[src/rtl/ftdi_fifo_ctrl_pkg.sv]
// rtl/ftdi_fifo_ctrl_pkg.sv - shared types and default timing for the FT232H 245-FIFO controller
// Purpose: FSM state and direction enums plus default strobe timing constants.
// Ports: none (package).
package laserdrop_pkg;

    typedef enum logic [2:0] {
        IDLE,
        RD_LOW,
        RD_RECOVER,
        WR_SETUP,
        WR_LOW,
        WR_HOLD,
        WR_RECOVER
    } ftdi_state_t;

    typedef enum logic {
        READ,
        WRITE
    } dir_t;

    localparam int FTDI_RD_LOW   = 3;
    localparam int FTDI_WR_SETUP = 1;
    localparam int FTDI_WR_LOW   = 3;
    localparam int FTDI_RECOVER  = 3;
    localparam int FTDI_SYNC     = 2;

endpackage

[src/rtl/ftdi_fifo_ctrl_if.sv]
// rtl/ftdi_fifo_ctrl_if.sv - FTDI pin and byte-stream bundle for ftdi_fifo_ctrl
// Purpose: groups FTDI pins, rx/tx byte streams and byte counters.
// Ports: slave = controller side (drives pins/rx stream/counters), master = board/core side.
interface ftdi_fifo_ctrl_if;
    logic        en;
    logic        rxf;
    logic        txe;
    logic [7:0]  adbus_in;
    logic        ftdi_rd;
    logic        ftdi_wr;
    logic [7:0]  adbus_out;
    logic        adbus_tri;
    logic [7:0]  rx_data;
    logic        rx_valid;
    logic        rx_ready;
    logic [7:0]  tx_data;
    logic        tx_valid;
    logic        tx_ready;
    logic [15:0] rx_count;
    logic [15:0] tx_count;

    modport slave (
        input  en, rxf, txe, adbus_in, rx_ready, tx_data, tx_valid,
        output ftdi_rd, ftdi_wr, adbus_out, adbus_tri, rx_data, rx_valid,
               tx_ready, rx_count, tx_count
    );

    modport master (
        output en, rxf, txe, adbus_in, rx_ready, tx_data, tx_valid,
        input  ftdi_rd, ftdi_wr, adbus_out, adbus_tri, rx_data, rx_valid,
               tx_ready, rx_count, tx_count
    );
endinterface

[src/rtl/ftdi_fifo_ctrl_sync.sv]
// rtl/ftdi_fifo_ctrl_sync.sv - multi-flop synchronizer for asynchronous FTDI status pins
// Purpose: brings one asynchronous bit into the clock domain through STAGES flops.
// Ports: clock, reset (async active-high), d_i (async input), q_o (synchronized output).
module sync_2ff #(
    parameter int   STAGES    = 2,
    parameter logic RESET_VAL = 1'b1
) (
    input  logic clock,
    input  logic reset,
    input  logic d_i,
    output logic q_o
);

    logic [STAGES-1:0] sync_q;

    always_ff @(posedge clock or posedge reset) begin
        if (reset) begin
            sync_q <= {STAGES{RESET_VAL}};
        end else begin
            sync_q <= {sync_q[STAGES-2:0], d_i};
        end
    end

    assign q_o = sync_q[STAGES-1];

endmodule

[src/rtl/ftdi_fifo_ctrl.sv]
// rtl/ftdi_fifo_ctrl.sv - FT232H asynchronous 245-FIFO strobe controller with rx/tx byte streams
// Purpose: owns RD#/WR# timing, ADBUS turnaround and read/write arbitration.
// Ports: clock, reset (async active-high), bus (ftdi_fifo_ctrl_if.slave: FTDI pins,
//        rx/tx valid/ready byte streams, rx/tx byte counters).
module ftdi_fifo_ctrl
    import laserdrop_pkg::*;
#(
    parameter int RD_LOW_CYCLES   = FTDI_RD_LOW,
    parameter int WR_SETUP_CYCLES = FTDI_WR_SETUP,
    parameter int WR_LOW_CYCLES   = FTDI_WR_LOW,
    parameter int RECOVER_CYCLES  = FTDI_RECOVER,
    parameter int SYNC_STAGES     = FTDI_SYNC
) (
    input  logic           clock,
    input  logic           reset,
    ftdi_fifo_ctrl_if.slave bus
);

    // Recovery must outlast the synchronizer so a stale RXF#/TXE# is never acted on.
    if (RECOVER_CYCLES < SYNC_STAGES + 1) begin : g_bad_recover
        $error("RECOVER_CYCLES must be at least SYNC_STAGES+1");
    end
    if (RD_LOW_CYCLES < 2 || WR_LOW_CYCLES < 2 || WR_SETUP_CYCLES < 1 || SYNC_STAGES < 2) begin : g_bad_timing
        $error("strobe timing parameters below minimum");
    end

    logic rxf_s;
    logic txe_s;

    // Reset to 1 so the FIFO reads as not-ready until real samples arrive.
    sync_2ff #(.STAGES(SYNC_STAGES), .RESET_VAL(1'b1)) u_sync_rxf (
        .clock (clock),
        .reset (reset),
        .d_i   (bus.rxf),
        .q_o   (rxf_s)
    );

    sync_2ff #(.STAGES(SYNC_STAGES), .RESET_VAL(1'b1)) u_sync_txe (
        .clock (clock),
        .reset (reset),
        .d_i   (bus.txe),
        .q_o   (txe_s)
    );

    ftdi_state_t state_q, state_d;
    dir_t        last_dir_q, last_dir_d;
    logic [7:0]  cnt_q, cnt_d;
    logic        rd_n_q, rd_n_d;
    logic        wr_n_q, wr_n_d;
    logic        tri_q, tri_d;
    logic [7:0]  adbus_out_q, adbus_out_d;
    logic [7:0]  rx_data_q, rx_data_d;
    logic        rx_valid_q, rx_valid_d;
    logic [15:0] rx_count_q, rx_count_d;
    logic [15:0] tx_count_q, tx_count_d;

    logic can_rd;
    logic can_wr;
    logic rd_grant;
    logic wr_grant;
    logic tx_ready;
    logic wr_fire;

    // A read may start when the holding register is empty or is being drained this cycle.
    assign can_rd   = bus.en && !rxf_s && (!rx_valid_q || bus.rx_ready);
    assign can_wr   = bus.en && !txe_s && bus.tx_valid;
    // Write grant deliberately ignores tx_valid so tx_ready never depends on it.
    assign wr_grant = !can_rd || (last_dir_q == READ);
    assign rd_grant = can_rd && (!can_wr || (last_dir_q == WRITE));
    assign tx_ready = (state_q == IDLE) && bus.en && !txe_s && wr_grant;
    assign wr_fire  = bus.tx_valid && tx_ready;

    always_comb begin
        state_d     = state_q;
        last_dir_d  = last_dir_q;
        cnt_d       = cnt_q + 8'd1;
        rd_n_d      = rd_n_q;
        wr_n_d      = wr_n_q;
        tri_d       = tri_q;
        adbus_out_d = adbus_out_q;
        rx_data_d   = rx_data_q;
        rx_valid_d  = rx_valid_q;
        rx_count_d  = rx_count_q;
        tx_count_d  = tx_count_q;

        if (rx_valid_q && bus.rx_ready) begin
            rx_valid_d = 1'b0;
        end

        case (state_q)
            IDLE: begin
                cnt_d = 8'd0;
                if (rd_grant) begin
                    state_d    = RD_LOW;
                    rd_n_d     = 1'b0;
                    last_dir_d = READ;
                end else if (wr_fire) begin
                    state_d     = WR_SETUP;
                    tri_d       = 1'b1;
                    adbus_out_d = bus.tx_data;
                    last_dir_d  = WRITE;
                end
            end
            RD_LOW: begin
                if (cnt_q == 8'(RD_LOW_CYCLES - 1)) begin
                    state_d    = RD_RECOVER;
                    cnt_d      = 8'd0;
                    rd_n_d     = 1'b1;
                    rx_data_d  = bus.adbus_in;
                    rx_valid_d = 1'b1;
                    rx_count_d = rx_count_q + 16'd1;
                end
            end
            RD_RECOVER: begin
                if (cnt_q == 8'(RECOVER_CYCLES - 1)) begin
                    state_d = IDLE;
                    cnt_d   = 8'd0;
                end
            end
            WR_SETUP: begin
                if (cnt_q == 8'(WR_SETUP_CYCLES - 1)) begin
                    state_d = WR_LOW;
                    cnt_d   = 8'd0;
                    wr_n_d  = 1'b0;
                end
            end
            WR_LOW: begin
                if (cnt_q == 8'(WR_LOW_CYCLES - 1)) begin
                    state_d    = WR_HOLD;
                    cnt_d      = 8'd0;
                    wr_n_d     = 1'b1;
                    tx_count_d = tx_count_q + 16'd1;
                end
            end
            WR_HOLD: begin
                // One cycle of data hold after WR# rises before releasing the bus.
                state_d = WR_RECOVER;
                cnt_d   = 8'd0;
                tri_d   = 1'b0;
            end
            WR_RECOVER: begin
                if (cnt_q == 8'(RECOVER_CYCLES - 1)) begin
                    state_d = IDLE;
                    cnt_d   = 8'd0;
                end
            end
            default: begin
                state_d = IDLE;
                cnt_d   = 8'd0;
                rd_n_d  = 1'b1;
                wr_n_d  = 1'b1;
                tri_d   = 1'b0;
            end
        endcase
    end

    // Strobes and bus enable are registered so reset releases them asynchronously and glitch-free.
    always_ff @(posedge clock or posedge reset) begin
        if (reset) begin
            state_q     <= IDLE;
            last_dir_q  <= WRITE;
            cnt_q       <= 8'd0;
            rd_n_q      <= 1'b1;
            wr_n_q      <= 1'b1;
            tri_q       <= 1'b0;
            adbus_out_q <= 8'd0;
            rx_data_q   <= 8'd0;
            rx_valid_q  <= 1'b0;
            rx_count_q  <= 16'd0;
            tx_count_q  <= 16'd0;
        end else begin
            state_q     <= state_d;
            last_dir_q  <= last_dir_d;
            cnt_q       <= cnt_d;
            rd_n_q      <= rd_n_d;
            wr_n_q      <= wr_n_d;
            tri_q       <= tri_d;
            adbus_out_q <= adbus_out_d;
            rx_data_q   <= rx_data_d;
            rx_valid_q  <= rx_valid_d;
            rx_count_q  <= rx_count_d;
            tx_count_q  <= tx_count_d;
        end
    end

    assign bus.ftdi_rd   = rd_n_q;
    assign bus.ftdi_wr   = wr_n_q;
    assign bus.adbus_tri = tri_q;
    assign bus.adbus_out = adbus_out_q;
    assign bus.rx_data   = rx_data_q;
    assign bus.rx_valid  = rx_valid_q;
    assign bus.tx_ready  = tx_ready;
    assign bus.rx_count  = rx_count_q;
    assign bus.tx_count  = tx_count_q;

endmodule

[src/flat_wrapper.sv]
// flat-port wrapper written by rule: the top's interface ports become plain ports
module ftdi_fifo_ctrl_flat import laserdrop_pkg::*;
#(
    parameter int RD_LOW_CYCLES   = FTDI_RD_LOW,
    parameter int WR_SETUP_CYCLES = FTDI_WR_SETUP,
    parameter int WR_LOW_CYCLES   = FTDI_WR_LOW,
    parameter int RECOVER_CYCLES  = FTDI_RECOVER,
    parameter int SYNC_STAGES     = FTDI_SYNC
)
  (clock, reset, bus_en, bus_rxf, bus_txe, bus_adbus_in, bus_rx_ready, bus_tx_data, bus_tx_valid, bus_ftdi_rd, bus_ftdi_wr, bus_adbus_out, bus_adbus_tri, bus_rx_data, bus_rx_valid, bus_tx_ready, bus_rx_count, bus_tx_count);
  ftdi_fifo_ctrl_if bus_i ();
  input  logic clock;
  input  logic reset;
  input wire logic [$bits(bus_i.en)-1:0] bus_en;
  input wire logic [$bits(bus_i.rxf)-1:0] bus_rxf;
  input wire logic [$bits(bus_i.txe)-1:0] bus_txe;
  input wire logic [$bits(bus_i.adbus_in)-1:0] bus_adbus_in;
  input wire logic [$bits(bus_i.rx_ready)-1:0] bus_rx_ready;
  input wire logic [$bits(bus_i.tx_data)-1:0] bus_tx_data;
  input wire logic [$bits(bus_i.tx_valid)-1:0] bus_tx_valid;
  output wire logic [$bits(bus_i.ftdi_rd)-1:0] bus_ftdi_rd;
  output wire logic [$bits(bus_i.ftdi_wr)-1:0] bus_ftdi_wr;
  output wire logic [$bits(bus_i.adbus_out)-1:0] bus_adbus_out;
  output wire logic [$bits(bus_i.adbus_tri)-1:0] bus_adbus_tri;
  output wire logic [$bits(bus_i.rx_data)-1:0] bus_rx_data;
  output wire logic [$bits(bus_i.rx_valid)-1:0] bus_rx_valid;
  output wire logic [$bits(bus_i.tx_ready)-1:0] bus_tx_ready;
  output wire logic [$bits(bus_i.rx_count)-1:0] bus_rx_count;
  output wire logic [$bits(bus_i.tx_count)-1:0] bus_tx_count;
  assign bus_i.en = bus_en;
  assign bus_i.rxf = bus_rxf;
  assign bus_i.txe = bus_txe;
  assign bus_i.adbus_in = bus_adbus_in;
  assign bus_i.rx_ready = bus_rx_ready;
  assign bus_i.tx_data = bus_tx_data;
  assign bus_i.tx_valid = bus_tx_valid;
  assign bus_ftdi_rd = bus_i.ftdi_rd;
  assign bus_ftdi_wr = bus_i.ftdi_wr;
  assign bus_adbus_out = bus_i.adbus_out;
  assign bus_adbus_tri = bus_i.adbus_tri;
  assign bus_rx_data = bus_i.rx_data;
  assign bus_rx_valid = bus_i.rx_valid;
  assign bus_tx_ready = bus_i.tx_ready;
  assign bus_rx_count = bus_i.rx_count;
  assign bus_tx_count = bus_i.tx_count;
  ftdi_fifo_ctrl #(.RD_LOW_CYCLES(RD_LOW_CYCLES), .WR_SETUP_CYCLES(WR_SETUP_CYCLES), .WR_LOW_CYCLES(WR_LOW_CYCLES), .RECOVER_CYCLES(RECOVER_CYCLES), .SYNC_STAGES(SYNC_STAGES)) u_core (.clock(clock), .reset(reset), .bus(bus_i));
endmodule
[config.mk]
export PLATFORM = sky130hd
export DESIGN_NAME = ftdi_fifo_ctrl_flat
export DESIGN_NICKNAME = d
export VERILOG_FILES = /design/src/rtl/ftdi_fifo_ctrl_pkg.sv /design/src/rtl/ftdi_fifo_ctrl_if.sv /design/src/rtl/ftdi_fifo_ctrl_sync.sv /design/src/rtl/ftdi_fifo_ctrl.sv /design/src/flat_wrapper.sv
export SDC_FILE = /design/constraint.sdc
export NUM_CORES = 1
export LEC_CHECK = 0
export BUFFER_PORTS_ARGS = -buffer_cell sky130_fd_sc_hd__clkbuf_2
export CORE_MARGIN = 4
export CORE_UTILIZATION = 50
export CTS_BUF_LIST = sky130_fd_sc_hd__clkbuf_4
export CTS_CLUSTER_DIAMETER = 30
export DETAILED_ROUTE_END_ITERATION = 7
export GPL_ROUTABILITY_DRIVEN = 1
export PLACE_DENSITY = 0.77
export SETUP_SLACK_MARGIN = 0.2
export SLEW_MARGIN = 10
export SYNTH_ARGS = -nofsm -noshare
export SYNTH_HDL_FRONTEND = slang
export SYNTH_HIERARCHICAL = 1
export SYNTH_SLANG_ARGS = --single-unit
[constraint.sdc]
create_clock -name clock -period 2.13 [get_ports clock]
set_input_delay 0.426 -clock clock [delete_from_list [all_inputs] [get_ports clock]]
set_output_delay 0.426 -clock clock [all_outputs]
set_load 0.005 [all_outputs]
==> qor_table.md, run 1 <==
| Step | Quantity | This run |
|:---|:---|:---|
| clock network | Cts-stage hold buffer count | 0 |
| finish | Diode count | 0 |
| yosys | Number of synthesized register bits | 68 |
| yosys | Number of synthesized flops with an enable pin | 0 |
| yosys | Largest cells by area after synthesis | dfrtp_1, xnor2_1, dfstp_2, nand2_1, mux2_2 |
| global routing | Number of antenna violations at the first check in global routing | 0 |
| power and ir drop | Overall power after layout | 3.93 mW |
| yosys | Library cell with the largest summed area after synthesis | dfrtp_1 |
| clock network | Clk sink count | 68 |
| sta | Number of failing hold endpoints at the final stage | 0 |
| detailed routing | Number of DRC markers after the initial detailed-route iteration | 63 |
| clock network | CTS max path bufs | 2 |
| finish | Final standard cell utilization of the core | 64.1% |
| power and ir drop | Leak pwr | 1.93 nW |
| worst setup path | Type of element launching the critical path | flop |
| yosys | Top_reg_cell synth | dfrtp_1 |
| worst setup path | Critical Path Slowest Stage Cell | dfrtp_2 |
| clock network | Clock transition at path regs | 0.11 ns |
| clock network | Clock latency of the later-clocked register in the worst-skew pair | 0.41 ns |
| yosys | Share of flip-flops with an asynchronous set or reset after synthesis | 100% |
| yosys | Mapped Area | 3140 um^2 |
| die | DIE WIDTH | 87.2 um |
| detailed routing | DRC violation count after routing | 0 |
| die | Initial standard-cell utilization of the core | 52.4% |
| sta | Aggregate negative setup slack | 0 ns |
| worst setup path | Critical path buffer and inverter count | 1 |
| sta | Setup repair after global routing missed its margin | yes |
| sta | Slew at the pin with the worst max-slew slack | 0.448 ns |
| global routing | Global-route usage over all layers | 17.8% |
| die | Number of core rows | 28 |
| worst setup path | Biggest cell delay along the critical path | 0.42 ns |
| detailed routing | Via count | 2328 |
| place | HPWL after detailed placement | 4420 um |
| worst setup path | Cell type group with the largest total delay on the critical path | flip-flops |
| finish | Layout overhead on the synthesized area | 22.3% |
| yosys | Synth warn | 6 |
| die | Floorplan Core Area | 5990 um^2 |
| run status | Run status | finished clean |
| detailed routing | WL/cell | 14.0 um |
| flow run | Max-cap violation count | 0 |
| finish | Fillers | 482 |
| place | Final RePlAce weighted congestion | 0.812 |
| sta | Finish-stage setup viols | 0 |
| worst setup path | Required arrival time at the worst endpoint | 1.70 ns |
| detailed routing | Remaining number of nets flagged by the antenna check after routing | 0 |
| sta | Post-route fraction of the period consumed by the critical path | 92.6% |
| global routing | Wire length of the first global-routing pass | 10700 um |
| detailed routing | Post-detailed-route via-to-cell ratio | 5.21 |
| worst setup path | Series of cell instances along the critical path | or3_4 -> a311oi_2 -> buf_2 |
| yosys | Post-Synthesis Mean Instance Area | 11.1 um^2 |
| finish | Share of final-layout standard cells stronger than drive strength 1 | 35.8% |
| detailed routing | Aggregate routed wire length | 6250 um |
| sta | Post-Route Skew | 0.0174 ns |
| clock network | Cell at the root of the clock tree | clkbuf_4 |
| global routing | Remaining global-route overflow | 0 |
| power and ir drop | VDD IR-drop max | 561 uV |
| place | Total of buffers placed on input and output ports | 75 |
| global routing | Number of global-route vias before repair | 2311 |
| power and ir drop | Power per standard cell area | 1020 nW/um^2 |
| detailed routing | TritonRoute pass-1 iters | 4 |
| die | Total die area | 7610 um^2 |
| sta | Highest Clock Rate | 507 MHz |
| worst setup path | Worst Setup Path Type | flop to primary output |
| hold path | Worst min-delay path category | input pin to asynchronous set/reset pin |
| yosys | Share of the synthesized area in the top cell type | 48.6% |
| yosys | Share of synthesized area occupied by flip-flops and latches | 54.5% |
| yosys | Post-Syn Nets | 312 |
| finish | Number of nets in the finished design | 395 |
| clock network | Clock tree from TritonCTS | done |
| global routing | Largest net degree at the start of global routing | 47 |
| worst setup path | Data arrival time of the worst path | 1.55 ns |
| yosys | Gate count of the mapped netlist | 284 |
| yosys | Synth cell types | 46 |
| worst setup path | Largest driver fanout on the critical path | 2 |
| sta | Number of slew-limit violations in the final report | 0 |
| clock network | CTS HTree Levels | 3 |
| sta | Time the worst path needs with I/O delays and setup | 1.97 ns |
| clock network | Number of buffers created by CTS | 9 |
| sta | Max-slew headroom | 70.0% |
| worst setup path | Sort of element at the end of the critical path | primary output |
| die | Chip height | 87.2 um |
| die | Number of top-level pins | 76 |
-- per-layer routing --
metal	global-route usage [%]	vias to the layer above	routed length, um
met2	29.1	71	3070
met5	0	-	0
li1	-	1138	-
met1	22.6	1106	2690
met4	8.51	0	138
met3	3.69	13	349
-- worst paths after layout --
check	from	end	slack (ns)	cells past startpoint
min in group clock	bus_txe	u_core/u_sync_txe/sync_q[0]$_DFF_PP1_	0.10	1
worst max-delay path	u_core/state_q[1]$_DFFE_PP0P_	bus_tx_ready	0.16	3
worst min-delay path	reset	u_core/bus.rx_valid$_DFF_PP0_	0.03	2
worst max register to register	u_core/state_q[1]$_DFFE_PP0P_	u_core/bus.adbus_out[6]$_DFFE_PP0P_	0.26	5
worst min register to register	u_core/u_sync_txe/sync_q[0]$_DFF_PP1_	u_core/u_sync_txe/sync_q[1]$_DFF_PP1_	0.37	0
max in group asynchronous	reset	u_core/last_dir_q$_DFFE_PP1P_	1.50	3
-- kinds of logic (layout without fill, tap and decap cells) --
logic type                 Yosys count  in the layout  share of synthesized area, %
DFF                                 68             68                          54.5
xor gates and xnor gates            36             36                          10.0
muxes                               10             10                          3.55
adders and majority gates            5              5                          1.99
and+or+nand+nor                    123            123                          21.6
buffers and inverters               24            112                          3.83
AOI/OAI and AO/OA                   18             18                          4.54
-- stage by stage --
| step | cells | setup WS, ns | hold slack, ns | instance area [um^2] |
|---|---|---|---|---|
| final | 447 | 0.158 | 0.0275 | 3840 |
| after global routing | 447 | 0.0932 | 0.0201 | 3840 |
| after CTS | 447 | 0.121 | 0.0132 | 3810 |
| after detailed placement | 428 | 0.266 | 0.353 | 3600 |
| after global placement | 428 | 0.323 | 0.346 | 3600 |
| after floorplan | 284 | 0.321 | 0.338 | 3140 |
-- cells in the mapped netlist, drive strengths merged (7+ instances only) --
library cell / n
mux2: 9
and3: 8
buf: 7
nor2: 16
xor2: 10
dfrtp: 61
nand4: 10
dfstp: 7
nand2: 43
nand3: 17
inv: 11
nor3: 8
xnor2: 26
-- worst register-to-register path, cell delays in order, from the launching register on --
cell	delay [ns]
dfrtp_2	0.42
or3_4	0.40
buf_4	0.15
a311oi_2	0.23
buf_4	0.23
mux2_2	0.35
-- where the power goes --
group	internal [mW]	leakage (nW)	switching [mW]	total [mW]
combinational	0.546	0.962	0.566	1.11
clock	0.590	0.0919	0.462	1.05
sequential	1.58	0.874	0.185	1.76
-- sequential cells by signal, summed over array words and instances, names as in the netlist --
name	flops
u_core/bus.rx_count	16
u_core/bus.tx_count	16
u_core/bus.adbus_out	8
u_core/bus.rx_data	8
u_core/cnt_q	8
u_core/state_q	3
u_core/u_sync_rxf/sync_q	2
u_core/u_sync_txe/sync_q	2
u_core/bus.adbus_tri	1
u_core/bus.ftdi_rd	1
u_core/bus.ftdi_wr	1
u_core/bus.rx_valid	1
u_core/last_dir_q	1
-- layout make-up --
type / count / area (um^2) / area share (%)
sequential: 68 / 1710 / 44.6
tap: 75 / 93.8 / 2.44
timing repair buffer: 85 / 463 / 12.1
inverter: 11 / 45.0 / 1.17
clock buffer: 9 / 67.6 / 1.76
multi-input combinational: 192 / 1340 / 35.0
clock inverter: 7 / 115 / 3.00
-- repair_timing --
action / CTS / global route
resized for setup: 3 / 7
buffers inserted: 3 / 0
endpoints found under the setup margin: 1 / 15
pin swaps: 2 / 0
endpoints found under the hold margin: 0 / 0
-- cells in the final DEF, fill, tap and decap left out, drive strengths merged, types with 4 or more instances in the layout --
cell	count
and4	4
nor3	8
xor2	10
a21oi	4
and3	8
nand2	43
ha	5
nor2	16
inv	10
dfrtp	61
dfstp	7
nor4	4
xnor2	26
buf	11
mux2	9
clkbuf	83
nand4	10
nand3	17
Note: power is estimated with default switching activity, not from simulation.
==> run 2, diff against run 1 <==
Settings changed: CELL_PAD_IN_SITES_DETAIL_PLACEMENT from default to 1, CELL_PAD_IN_SITES_GLOBAL_PLACEMENT from default to 2, CORE_UTILIZATION 50 to 31, PLACE_DENSITY 0.77 to 0.76.
==> run 2 against run 1 <==
Net effect: design area is 3.1% higher; register-to-register slack hardly changed; maximum frequency is 0.88% lower; sequential share of layout area is 1.3 points lower; first-iteration DRC count is 35% higher; combinational power is 14% higher; clock skew is 0.010 ns higher; non-clock buffer count is 10 higher; count of clock-buffer cells in the layout is 2 higher; critical path type unchanged.
==> qor_table.md, run 2 (synthesis results as in run 1) <==
| Step | Quantity | This run | Change |
|:---|:---|:---|:---|
| run status | Run status | finished clean |  |
| sta | Number of slew-limit violations in the final report | 0 | unchanged |
| worst setup path | Critical Path Slowest Stage Cell | dfrtp_2 |  |
| finish | Share of final-layout standard cells stronger than drive strength 1 | 38.0% | +2.2 points |
| worst setup path | Required arrival time at the worst endpoint | 1.70 ns | about the same |
| sta | Post-route fraction of the period consumed by the critical path | 93.4% | +0.82 points |
| detailed routing | Post-detailed-route via-to-cell ratio | 4.64 | -11% |
| finish | Number of nets in the finished design | 405 | +2.5% |
| clock network | Clock tree from TritonCTS | done |  |
| place | Placed instance area | 3700 um^2 | +2.9% |
| worst setup path | Largest driver fanout on the critical path | 2 | unchanged |
| die | Chip height | 109 um | +25% |
| worst setup path | Data arrival time of the worst path | 1.56 ns | about the same |
| sta | Setup repair after global routing missed its margin | yes |  |
| sta | Post-Route Skew | 0.0274 ns | +0.0101 ns |
| sta | Time the worst path needs with I/O delays and setup | 1.99 ns | +0.0176 ns |
| finish | Final standard cell utilization of the core | 40.3% | -24 points |
| worst setup path | Cell type group with the largest total delay on the critical path | flip-flops |  |
| detailed routing | Remaining number of nets flagged by the antenna check after routing | 0 | unchanged |
| place | Final RePlAce weighted congestion | 0.717 | -12% |
| clock network | Clock latency of the later-clocked register in the worst-skew pair | 0.41 ns | about the same |
| sta | Post-Route Hold Slack | 0.0303 ns | +0.00285 ns |
| sta | Max-slew headroom | 71.3% | +1.3 points |
| finish | Layout overhead on the synthesized area | 26.1% |  |
| worst setup path | Worst Setup Path Type | flop to primary output |  |
| global routing | Global-route usage over all layers | 13.6% | -4.2 points |
| die | Total die area | 11800 um^2 | +55% |
| detailed routing | Number of DRC markers after the initial detailed-route iteration | 85 | +35% |
| sta | Slew at the pin with the worst max-slew slack | 0.429 ns | -0.0188 ns |
| hold path | Worst min-delay path category | input pin to asynchronous set/reset pin |  |
| worst setup path | Series of cell instances along the critical path | or3_4 -> a311oi_2 -> buf_2 |  |
| sta | Aggregate negative setup slack | 0 ns | unchanged |
| die | DIE WIDTH | 109 um | +25% |
| clock network | Cell at the root of the clock tree | clkbuf_4 |  |
| detailed routing | WL/cell | 14.7 um | +5.0% |
| clock network | CTS max path bufs | 2 | unchanged |
| flow run | Max-cap violation count | 0 | unchanged |
| finish | Final standard cell area without fillers | 3960 um^2 | +3.1% |
| global routing | Number of global-route vias before repair | 2547 | +10% |
| clock network | Number of buffers created by CTS | 9 | unchanged |
| clock network | Clk sink count | 68 | unchanged |
| place | Total of buffers placed on input and output ports | 75 | unchanged |
| detailed routing | Aggregate routed wire length | 7580 um | +21% |
| power and ir drop | Leak pwr | 1.96 nW | +1.7% |
| die | Number of top-level pins | 76 | unchanged |
| die | Initial standard-cell utilization of the core | 32.0% | -20 points |
| finish | Most frequent standard cell in the layout excluding fill and tap cells | clkbuf_2 |  |
| worst setup path | Type of element launching the critical path | flop |  |
| worst setup path | Sort of element at the end of the critical path | primary output |  |
| sta | Number of failing hold endpoints at the final stage | 0 | unchanged |
| global routing | Largest net degree at the start of global routing | 48 | +2.1% |
| global routing | Number of antenna violations at the first check in global routing | 0 | unchanged |
| die | Floorplan Core Area | 9820 um^2 | +64% |
| power and ir drop | Power per standard cell area | 954 nW/um^2 | -6.7% |
| power and ir drop | VDD IR-drop max | 488 uV | -13% |
| clock network | CTS HTree Levels | 3 | unchanged |
| detailed routing | Via count | 2393 | +2.8% |
| global routing | Wire length of the first global-routing pass | 12600 um | +18% |
| worst setup path | Critical path buffer and inverter count | 1 | unchanged |
| place | HPWL after detailed placement | 5380 um | +22% |
| finish | Highest-count cells in the layout ignoring fill and taps | clkbuf_2, dfrtp_1, nand2_1 |  |
| worst setup path | Biggest cell delay along the critical path | 0.42 ns | about the same |
| global routing | Remaining global-route overflow | 0 | unchanged |
| clock network | Clock transition at path regs | 0.11 ns | about the same |
| die | Number of core rows | 36 | +29% |
| detailed routing | DRC violation count after routing | 0 | unchanged |
| sta | Finish-stage setup viols | 0 | unchanged |
| sta | Highest Clock Rate | 503 MHz | -0.88% |
| detailed routing | TritonRoute pass-1 iters | 4 | unchanged |
==> run 2: changes by cell type in the layout (fill, tap and decap cells not counted), sizes merged <==
| cell | previous run | this run |
|---|---|---|
| clkbuf | 83 | 85 |
| diode | 0 | 1 |
| bufinv | 3 | 0 |
| clkinv | 2 | 3 |
| buf | 11 | 21 |
==> run 2: worst paths after layout <==
check	slack (ns)	from	depth (start not counted)	to
worst max-delay path	0.14	u_core/state_q[0]$_DFFE_PP0P_	3	bus_tx_ready
worst min-delay path	0.03	reset	2	u_core/bus.adbus_out[6]$_DFFE_PP0P_
worst max register to register	0.26	u_core/cnt_q[0]$_DFF_PP0_	7	u_core/bus.tx_count[5]$_DFFE_PP0P_
worst min register to register	0.36	u_core/u_sync_txe/sync_q[0]$_DFF_PP1_	0	u_core/u_sync_txe/sync_q[1]$_DFF_PP1_
max in group asynchronous	1.47	reset	3	u_core/bus.ftdi_rd$_DFFE_PP1P_
min in group clock	0.10	bus_rxf	1	u_core/u_sync_rxf/sync_q[0]$_DFF_PP1_
==> run 2: final cells by class <==
type                    count  area, um^2
fillers                  1165        5860
flip-flops and latches     68        1710
multi-input cells         192        1360
repair buffers             95         554
well taps                 133         166
clock buffers              11        82.6
inverters                  11        45.0
clock inverters             5        30.0
diodes                      1        2.50
==> run 2: repair_timing <==
action	CTS	global route
pin swaps	3	3
setup endpoints to repair	7	32
hold buffers	0	0
setup buffers	5	4
endpoints found under the hold margin	0	0
resized for setup	8	8
==> run 2: metrics by stage <==
| stage | setup slack [ns] | std cells | total power, mW |
|---|---|---|---|
| after floorplan | 0.321 | 284 | 2.42 |
| after global placement | 0.184 | 490 | 2.84 |
| after detailed placement | 0.126 | 490 | 2.87 |
| after CTS | 0.0775 | 511 | 3.80 |
| after global routing | 0.0570 | 515 | 4.06 |
| final | 0.140 | 516 | 3.78 |
==> run 2: per-layer routing <==
layer	up-vias	wire (um)	GRT usage, %
met1	1185	3530	17.7
met5	-	0	0
met4	0	139	5.68
li1	1159	-	-
met3	8	252	2.90
met2	41	3660	21.9
==> run 2: where the power goes <==
| group | total, mW | switching, mW | internal (mW) |
|---|---|---|---|
| logic | 1.26 | 0.616 | 0.646 |
| registers | 1.78 | 0.195 | 1.58 |
| clock network | 0.738 | 0.477 | 0.261 |
==> run 3, diff against run 2 <==
Settings changed: BUFFER_PORTS_ARGS -buffer_cell sky130_fd_sc_hd__clkbuf_2 to default, CORE_UTILIZATION 31 to 37, DONT_BUFFER_PORTS from default to 1.
==> run 3 against run 2 <==
Net effect: flip-flop and latch count did not move; clock power increased by 32%; sequential share of layout area up 5.1 points; largest power group unchanged; global-route usage up 1.3 points; critical endpoint is now u_core/bus.adbus_out[4]$_DFFE_PP0P_; largest cell class unchanged; setup slack improved by 0.11 ns; die area is 15% lower; total power fell by 2.4%.
==> qor_table.md, run 3 (synthesis results as in run 1) <==
| Step | Quantity | This run | Change |
|:---|:---|:---|:---|
| finish | Final standard cell utilization of the core | 43.1% | +2.8 points |
| finish | Share of final-layout standard cells stronger than drive strength 1 | 20.7% | -17 points |
| detailed routing | Post-detailed-route via-to-cell ratio | 5.22 | +12% |
| finish | Diode count | 0 | -1 |
| detailed routing | Number of DRC markers after the initial detailed-route iteration | 57 | -33% |
| finish | Final standard cell area without fillers | 3540 um^2 | -10% |
| worst setup path | Worst Setup Path Type | flop to flop |  |
| clock network | CTS HTree Levels | 3 | unchanged |
| hold path | Worst min-delay path category | input pin to flop |  |
| hold path | Worst Hold Path EP | u_core/bus.rx_data[2]$_DFFE_PP0P_ |  |
| die | Floorplan Core Area | 8220 um^2 | -16% |
| power and ir drop | VDD IR-drop max | 541 uV | +11% |
| clock network | Number of buffers created by CTS | 9 | unchanged |
| worst setup path | Series of cell instances along the critical path | or3_4 -> buf_4 -> a311oi_2 -> buf_4 -> mux2_2 |  |
| place | HPWL after detailed placement | 4940 um | -8.3% |
| sta | Number of failing hold endpoints at the final stage | 0 | unchanged |
| place | Placed instance area | 3280 um^2 | -11% |
| die | Initial standard-cell utilization of the core | 38.2% | +6.2 points |
| finish | Most frequent standard cell in the layout excluding fill and tap cells | dfrtp_1 |  |
| detailed routing | Detailed-routed wire length on met3 | 485 um | +92% |
| clock network | CTS max path bufs | 2 | unchanged |
| global routing | Largest net degree at the start of global routing | 34 | -29% |
| clock network | Clk sink count | 68 | unchanged |
| global routing | Number of global-route vias before repair | 2363 | -7.2% |
| finish | Fillers | 903 | -22% |
| detailed routing | Via count | 2133 | -11% |
| worst setup path | Required arrival time at the worst endpoint | 2.43 ns | +0.73 ns |
| power and ir drop | Power per standard cell area | 1040 nW/um^2 | +9.1% |
| worst setup path | Biggest cell delay along the critical path | 0.44 ns | +0.02 ns |
| worst setup path | Sort of element at the end of the critical path | flop |  |
| finish | Number of nets in the finished design | 327 | -19% |
| finish | Highest-count cells in the layout ignoring fill and taps | dfrtp_1, nand2_1, xnor2_1 |  |
| sta | Post-route fraction of the period consumed by the critical path | 88.2% | -5.3 points |
| sta | Post-Route Skew | 0.0156 ns | -0.0119 ns |
| finish | Layout overhead on the synthesized area | 12.8% |  |
| sta | Setup WS post-layout | 0.252 ns | +0.112 ns |
| run status | Run status | finished clean |  |
| place | Final RePlAce weighted congestion | 0.709 | -1.0% |
| detailed routing | Topmost layer with routed signal wires | met4 |  |
| hold path | Startpoint of the most critical hold path | bus_adbus_in[2] |  |
| sta | Setup repair after global routing missed its margin | yes |  |
| sta | Finish-stage setup viols | 0 | unchanged |
| die | Total die area | 10000 um^2 | -15% |
| place | Total of buffers placed on input and output ports | 0 | -100% |
| detailed routing | DRC violation count after routing | 0 | unchanged |
| worst setup path | Origin of the critical flop-to-flop path | u_core/state_q[2]$_DFFE_PP0P_ |  |
| worst setup path | Data arrival time of the worst path | 2.18 ns | +0.62 ns |
| place | Worst slack at placement | 0.160 ns | +0.0338 ns |
| sta | Aggregate negative setup slack | 0 ns | unchanged |
| global routing | Number of antenna violations at the first check in global routing | 0 | unchanged |
| clock network | Clock tree from TritonCTS | done |  |
| detailed routing | WL/cell | 17.0 um | +15% |
| global routing | Wire length of the first global-routing pass | 11800 um | -6.0% |
| die | Number of core rows | 33 | -8.3% |
| die | DIE WIDTH | 100 um | -7.8% |
| clock network | Clock latency of the later-clocked register in the worst-skew pair | 0.41 ns | about the same |
| die | Number of top-level pins | 76 | unchanged |
| worst setup path | Type of element launching the critical path | flop |  |
| worst setup path | R2R Path End | u_core/bus.adbus_out[4]$_DFFE_PP0P_ |  |
| sta | Highest Clock Rate | 533 MHz | +6.0% |
| worst setup path | Critical Path Slowest Stage Cell | dfrtp_2 |  |
| sta | Max-slew headroom | 50.8% | -21 points |
| global routing | Global-route usage over all layers | 14.9% | +1.3 points |
| detailed routing | Remaining number of nets flagged by the antenna check after routing | 0 | unchanged |
| sta | Time the worst path needs with I/O delays and setup | 1.88 ns | -0.112 ns |
| detailed routing | Aggregate routed wire length | 6940 um | -8.5% |
| sta | Slew at the pin with the worst max-slew slack | 0.736 ns | +0.307 ns |
| worst setup path | Reg2reg path depth | 5 | -2 |
| sta | Number of slew-limit violations in the final report | 0 | unchanged |
| worst setup path | FF-to-FF setup slack | 0.25 ns | about the same |
| worst setup path | Cell mode on critical path | buf_4 |  |
| power and ir drop | Leak pwr | 1.62 nW | -17% |
| clock network | Clock transition at path regs | 0.12 ns | about the same |
| hold path | Worst hold path stage count | 2 |  |
| worst setup path | Largest driver fanout on the critical path | 12 | +10 |
| detailed routing | TritonRoute pass-1 iters | 4 | unchanged |
| detailed routing | Length of routed met2 wiring | 3170 um | -13% |
| flow run | Max-cap violation count | 0 | unchanged |
| die | Chip height | 100 um | -7.8% |
| detailed routing | Length of routed wiring on met1 | 3180 um | -9.8% |
| global routing | Remaining global-route overflow | 0 | unchanged |
| clock network | Cell at the root of the clock tree | clkbuf_4 |  |
==> run 3: cell count changes in the layout (fill, tap and decap cells not counted), sizes merged <==
cell / before / now
buf: 21 / 14
bufinv: 0 / 2
clkbuf: 85 / 10
clkinv: 3 / 1
diode: 1 / 0
dlygate4sd3: 0 / 3
inv: 10 / 11
==> run 3: power breakdown <==
group | switching [mW] | internal, mW | leakage [nW]
Sequential | 0.259 | 1.58 | 0.873
Combinational | 0.453 | 0.417 | 0.670
Clock | 0.484 | 0.490 | 0.0807
==> run 3: how the worst max path moves through the flow <==
| stage | startpoint | endpoint | slack (ns) | cells after the start |
|---|---|---|---|---|
| floorplan | u_core/cnt_q[0]$_DFF_PP0_ | u_core/bus.tx_count[5]$_DFFE_PP0P_ | 0.32 | 7 |
| global placement | u_core/cnt_q[2]$_DFF_PP0_ | u_core/bus.rx_count[12]$_DFFE_PP0P_ | 0.26 | 5 |
| detailed placement | u_core/cnt_q[2]$_DFF_PP0_ | u_core/bus.rx_count[14]$_DFFE_PP0P_ | 0.16 | 5 |
| CTS | u_core/state_q[2]$_DFFE_PP0P_ | bus_tx_ready | 0.14 | 2 |
| global route | u_core/cnt_q[0]$_DFF_PP0_ | u_core/cnt_q[2]$_DFF_PP0_ | 0.15 | 8 |
| finish | u_core/state_q[2]$_DFFE_PP0P_ | u_core/bus.adbus_out[4]$_DFFE_PP0P_ | 0.25 | 5 |
==> run 3: critical path, delay by kind of cell, from the launching register on <==
kind	cells	cell delay [ns]
AO/OA/AOI/OAI	1	0.22
buffers and inverters	2	0.38
flip-flops	1	0.44
multiplexers	1	0.36
AND/OR/NAND/NOR	1	0.39
==> run 3: through the flow <==
step / instances / hold WS, ns / power (mW)
floorplan: 284 / 0.338 / 2.42
global placement: 385 / 0.344 / 2.65
detailed placement: 385 / 0.349 / 2.68
CTS: 407 / 0.0938 / 3.73
global route: 409 / 0.0889 / 3.95
finish: 409 / 0.127 / 3.69
==> run 3: final cells by class <==
class / instances / area [um^2] / area share, %
flip-flops and latches: 68 / 1710 / 48.4
multi-input cells: 192 / 1340 / 37.9
repair buffers: 17 / 148 / 4.17
well taps: 105 / 131 / 3.71
clock inverters: 6 / 87.6 / 2.47
clock buffers: 10 / 75.1 / 2.12
inverters: 11 / 45.0 / 1.27
==> run 3: timing repair <==
action	CTS	global route
setup buffers	3	2
cloned	0	0
resized for setup	5	5
endpoints found under the hold margin	24	0
endpoints found under the setup margin	8	25
hold buffers	3	0
pin swaps	0	3
==> run 3: per-layer routing <==
metal / GRT usage, % / vias up
met2: 22.7 / 54
met4: 6.22 / 0
li1: - / 995
met3: 5.63 / 8
met5: 0 / -
met1: 19.0 / 1076
